**config.mk**
```make
export PLATFORM = sky130hd
export DESIGN_NAME = alu_sequencer
export DESIGN_NICKNAME = d
export VERILOG_FILES = /design/src/rtl/alu_sequencer.sv
export SDC_FILE = /design/constraint.sdc
export NUM_CORES = 1
export LEC_CHECK = 0
export CAP_MARGIN = 20
export CORE_AREA = 2 2 76 78
export CTS_BUF_LIST = sky130_fd_sc_hd__clkbuf_8
export CTS_CLUSTER_DIAMETER = 60
export CTS_CLUSTER_SIZE = 10
export DETAILED_ROUTE_END_ITERATION = 8
export DIE_AREA = 0 0 78 80
export PLACE_DENSITY = 0.85
export SYNTH_ARGS = -nofsm -noshare
export SYNTH_HDL_FRONTEND = slang
export SYNTH_SLANG_ARGS = --single-unit
```
**constraint.sdc**
```tcl
create_clock -name clk_in -period 2.62 [get_ports clk_in]
set_clock_uncertainty 0.2 [all_clocks]
set_input_delay 0.262 -clock clk_in [delete_from_list [all_inputs] [get_ports clk_in]]
set_output_delay 0.262 -clock clk_in [all_outputs]
set_load 0.005 [all_outputs]
```
**src/rtl/alu_sequencer.sv**
```systemverilog
// Initiator side of the CHIP-8 ALU request/done handshake for 8XY4 and 7XNN.
// Fetches operands, holds the ALU request until done, then writes back VX and VF.
package structs;
    typedef enum logic [2:0] {ADD, SUB, SUBN, BOR, BAND, BXOR, SHR, SHL} alu_op;

    typedef struct packed {
        alu_op      op;
        logic [7:0] operand_a;
        logic [7:0] operand_b;
    } alu_input;
endpackage

module alu_sequencer
    import structs::*;
#(
    parameter int DONE_TIMEOUT = 8
) (
    input  logic        clk_in,
    input  logic        rst_in,
    input  logic        start,
    input  logic [15:0] opcode,
    output logic        busy,
    output logic        done,
    output logic        err,
    output logic [3:0]  rd_addr_a,
    output logic [3:0]  rd_addr_b,
    input  logic [7:0]  rd_data_a,
    input  logic [7:0]  rd_data_b,
    output logic        wr_en,
    output logic [3:0]  wr_addr,
    output logic [7:0]  wr_data,
    output logic        alu_rst,
    output alu_input    alu_req,
    input  logic [7:0]  alu_result,
    input  logic        alu_overflow,
    input  logic        alu_done
);
    localparam int CW = $clog2(DONE_TIMEOUT + 1);

    typedef enum logic [2:0] {IDLE, READ, ISSUE, WAIT, WB_RES, WB_FLAG, FIN} state_t;

    state_t        state_q, state_d;
    logic [15:0]   op_q, op_d;
    logic [CW-1:0] cnt_q, cnt_d, cnt_inc;
    logic          ovf_q, ovf_d;
    logic          err_flag_q, err_flag_d;
    alu_input      req_d;
    logic [3:0]    rd_a_d, rd_b_d, wr_addr_d;
    logic [7:0]    wr_data_d;
    logic          start_legal, op_is_8xy4;

    assign start_legal = (opcode[15:12] == 4'h7) ||
                         ((opcode[15:12] == 4'h8) && (opcode[3:0] == 4'h4));
    // Only legal opcodes get past IDLE, so the top nibble alone separates 8XY4 from 7XNN.
    assign op_is_8xy4  = (op_q[15:12] == 4'h8);
    assign cnt_inc     = cnt_q + CW'(1);

    always_comb begin
        // NOTE: every signal gets a default first so no path through the case infers a latch.
        state_d    = state_q;
        op_d       = op_q;
        cnt_d      = cnt_q;
        ovf_d      = ovf_q;
        err_flag_d = err_flag_q;
        req_d      = alu_req;
        rd_a_d     = rd_addr_a;
        rd_b_d     = rd_addr_b;
        wr_addr_d  = wr_addr;
        wr_data_d  = wr_data;

        case (state_q)
            IDLE: begin
                if (start) begin
                    op_d = opcode;
                    if (start_legal) begin
                        err_flag_d = 1'b0;
                        rd_a_d     = opcode[11:8];
                        rd_b_d     = opcode[7:4];
                        state_d    = READ;
                    end else begin
                        err_flag_d = 1'b1;
                        state_d    = FIN;
                    end
                end
            end
            READ: begin
                req_d.op        = ADD;
                req_d.operand_a = rd_data_a;
                req_d.operand_b = op_is_8xy4 ? rd_data_b : op_q[7:0];
                state_d         = ISSUE;
            end
            ISSUE: begin
                cnt_d   = '0;
                state_d = WAIT;
            end
            WAIT: begin
                if (alu_done) begin
                    ovf_d     = alu_overflow;
                    wr_addr_d = op_q[11:8];
                    wr_data_d = alu_result;
                    state_d   = WB_RES;
                end else begin
                    cnt_d = cnt_inc;
                    if (cnt_inc == CW'(DONE_TIMEOUT)) begin
                        err_flag_d = 1'b1;
                        state_d    = FIN;
                    end
                end
            end
            WB_RES: begin
                if (op_is_8xy4) begin
                    wr_addr_d = 4'hF;
                    wr_data_d = {7'b0, ovf_q};
                    state_d   = WB_FLAG;
                end else begin
                    state_d = FIN;
                end
            end
            WB_FLAG: state_d = FIN;
            FIN:     state_d = IDLE;
            default: state_d = IDLE;
        endcase
    end

    // Outputs are registered from the next state so each one lines up with its state.
    always_ff @(posedge clk_in) begin
        if (rst_in) begin
            state_q    <= IDLE;
            op_q       <= '0;
            cnt_q      <= '0;
            ovf_q      <= 1'b0;
            err_flag_q <= 1'b0;
            busy       <= 1'b0;
            done       <= 1'b0;
            err        <= 1'b0;
            rd_addr_a  <= '0;
            rd_addr_b  <= '0;
            wr_en      <= 1'b0;
            wr_addr    <= '0;
            wr_data    <= '0;
            alu_rst    <= 1'b1;
            alu_req    <= '0;
        end else begin
            // NOTE: non-blocking assignments so every register samples pre-edge values together.
            state_q    <= state_d;
            op_q       <= op_d;
            cnt_q      <= cnt_d;
            ovf_q      <= ovf_d;
            err_flag_q <= err_flag_d;
            busy       <= (state_d != IDLE);
            done       <= (state_d == FIN);
            err        <= (state_d == FIN) && err_flag_d;
            rd_addr_a  <= rd_a_d;
            rd_addr_b  <= rd_b_d;
            wr_en      <= (state_d == WB_RES) || (state_d == WB_FLAG);
            wr_addr    <= wr_addr_d;
            wr_data    <= wr_data_d;
            alu_rst    <= !((state_d == ISSUE) || (state_d == WAIT));
            alu_req    <= req_d;
        end
    end
endmodule
```
==> impl_metrics.py <==
metrics = {
    "cts": {
        "cts_setup_buffers": 0,
        "cts_tree": "done",
        "cts.hold.buffers_added": 0,
        "cts.repair.resized": 0,
        "clockBufferDepth": 2,
        "clk_pin_slew_ps": 60,
        "root_buffer": "clkbuf_8",
        "cts.sink_count": 66,
        "cts_buffers": 9,
        "worstSkewPairLatency_ps": 340,
        "h-tree-depth": 3,
    },
    "timing": {
        "max_freq_mhz": 474.8,
        "fin_crit_sh": 0.8039,
        "tightest_slew_ps": 722.3,
        "setup_viol": 0,
        "fin_hold_ws_ps": 253.6,
        "fin_crit_ps": 2106,
        "max_slew_margin": 0.5185,
        "rsz0062_at_grt": "no",
        "setup_tns_ps": 0,
        "slew_violations": 0,
        "final_hold_viol_count": 0,
    },
    "logic_synthesis": {
        "yosys_register_bits": 66,
        "synth_top_area_share": 0.5041,
        "synth_edf_count": 0,
        "synth.distinct_cells": 42,
        "synth_area_per_cell_um2": 8.680,
        "ys_seq_area_frac": 0.5041,
        "synth.area.top_cells": "dfxtp_1 (50%), nand2_1 (8.6%), mux2i_1 (6.1%), nor2_1 (6.0%), a21oi_1 (5.9%)",
        "yosysTopAreaCell": "dfxtp_1",
        "synthCells": 302,
        "ys_warn_count": 0,
        "async_flop_share": 0,
        "ys.flop_type": "dfxtp_1",
        "syn_area_mm2": 0.002621,
    },
    "global_routing": {
        "grtUsageTotal": 0.2003,
        "grt_pass1_wl_mm": 9.680,
        "grt_max_degree": 42,
        "antenna_found_initial": 0,
        "grt.overflow.total": 0,
        "grt_pass1_vias": 2184,
    },
    "worst_setup_path": {
        "crit_path_top_delay_cell": "nor4b_1",
        "crit_path_cell_trace": "clkdlybuf4s50_1 -> nor4b_1 -> a21oi_1 -> and2_1 -> a221oi_1 -> nor2_1",
        "reg2reg_slack_ps": 590,
        "arrival_ps": 2100,
        "cp.required_ps": 2620,
        "max_stage_delay_ps": 470,
        "rr_worst_depth": 5,
        "rr_startpoint": "state_q[0]$_SDFF_PP0_",
        "end_kind": "flip-flop",
        "worst-path-max-fanout": 3,
        "start_kind": "input port",
        "r2r-end": "rd_addr_b[0]$_SDFFE_PP0P_",
        "worstSetupPathType": "input port to flip-flop",
    },
    "hold_path": {
        "hold_depth": 2,
        "hp-class": "flip-flop to flip-flop",
        "whs_endpoint": "alu_req[11]$_SDFFE_PP0P_",
        "hold_start": "alu_req[11]$_SDFFE_PP0P_",
    },
    "die": {
        "core_area_mm2": 0.005405,
        "die-area_mm2": 0.006240,
        "ioPinCount": 89,
        "fp-row-count": 27,
        "die_y_um": 80,
        "die_w_um": 78,
        "initial_core_util": 0.4850,
    },
    "place": {
        "dp_cells": 446,
        "post-dp-hpwl_mm": 4.361,
        "place.gp.congestion": 0.7927,
        "port_buffers": 85,
    },
    "power": {
        "p_leak_nw": 1.312,
        "p_per_area_mw_per_mm2": 764.2,
        "vdd_drop_max_v": 0.0004844,
    },
    "layout": {
        "num_antenna_cells": 0,
        "syn2layout_area_growth_pct": 40.52,
        "mostFrequentLayoutCell": "clkdlybuf4s50_1",
        "layout-drive-gt1-share": 0.07179,
        "nNetsFinal": 431,
        "mostFrequentLayoutCells": "clkdlybuf4s50_1 (84), dfxtp_1 (66), nand2_1 (60), nor2_1 (42), a21oi_1 (31)",
        "final_cells": 462,
    },
    "routing": {
        "postRouteAntennaNets": 0,
        "drtPass1Iterations": 4,
        "post_drt_wl_per_cell_um": 13.10,
        "drc": 0,
        "drtIter0Drc": 95,
        "via_per_inst": 5.058,
        "vias": 2337,
        "wirelength_mm": 6.050,
    },
    "run_status": {
        "status": "completed",
    },
    "job": {
        "drv_cap": 0,
    },
}
-- state kept, by name, indices dropped and copies added, names as in the netlist --
name / flops
wr_en: 1
done: 1
alu_req: 16
rd_addr_b: 4
rd_addr_a: 4
ovf_q: 1
cnt_q: 4
alu_rst: 1
busy: 1
op_q: 16
wr_data: 8
err: 1
err_flag_q: 1
wr_addr: 4
state_q: 3
-- worst max path at each step --
stage	start	endpoint	slack, ps
finish	opcode[12]	err_flag_q$_SDFF_PP0_	510
global route	opcode[12]	busy$_SDFF_PP0_	390
CTS	state_q[0]$_SDFF_PP0_	rd_addr_b[0]$_SDFFE_PP0P_	570
detailed placement	opcode[13]	busy$_SDFF_PP0_	230
global placement	opcode[12]	busy$_SDFF_PP0_	280
floorplan	state_q[1]$_SDFF_PP0_	alu_rst$_SDFF_PP1_	820
-- layer usage --
metal	global-route usage	wire [um]	part of all wire	vias to the layer above
met3	0.07240	544	0.090	15
met4	0.1211	153	0.025	0
met2	0.3060	2708	0.45	85
li1	-	-	-	1194
met1	0.2413	2644	0.44	1043
met5	0	0	0	-
-- logic make-up after synthesis --
kind of cell             after synthesis  synth area share
other                                  1          0.001431
buffers and inverters                 23           0.04439
AND/OR/NAND/NOR                      134            0.2377
AO/OA/AOI/OAI                         61            0.1465
flip-flops                            66            0.5041
multiplexers                          16           0.06110
adder cells (fa/ha/maj)                1          0.004773
-- synth_stat cells (all sizes together) (2+ instances only) --
cell    count
nor3        7
dfxtp      66
nor4b       4
nand2      61
nand2b      4
nand3       2
clkbuf     11
buf        11
or3         2
a211oi     11
mux2i      16
nand3b      2
a21oi      31
and2        2
o21ai       3
nor2       44
a22oi       9
-- report_power, final --
| part | internal, mW | total [mW] | switching (mW) |
|---|---|---|---|
| registers | 1.15 | 1.26 | 0.105 |
| logic | 0.400 | 0.787 | 0.386 |
| clock network | 0.422 | 0.773 | 0.351 |
-- worst max-delay path, delay by kind of cell --
| family | cells | cell delay (ps) |
|---|---|---|
| buf+inv | 1 | 440 |
| simple gates | 3 | 790 |
| compound gates | 2 | 620 |
-- area by class of cell --
type	instances	area [um2]
clock buffer	9	123.9
clock inverter	7	55.05
fill	458	1722
inverter	1	3.754
multi-input combinational	215	1191
sequential	66	1321
tap	72	90.09
timing repair buffer	92	898.4
-- stage by stage --
step / power, mW / setup WS, ps / utilization / area, um2
6_report: 2.815 / 513.7 / 0.6815 / 3684
5_1_grt: 2.995 / 394.0 / 0.6815 / 3684
3_3_place_gp: 2.048 / 278.3 / 0.6484 / 3505
3_5_place_dp: 2.066 / 229.0 / 0.6484 / 3505
4_1_cts: 2.844 / 570.7 / 0.6815 / 3684
2_1_floorplan: 1.741 / 817.0 / - / 2629
(Power assumes the default switching activity.)
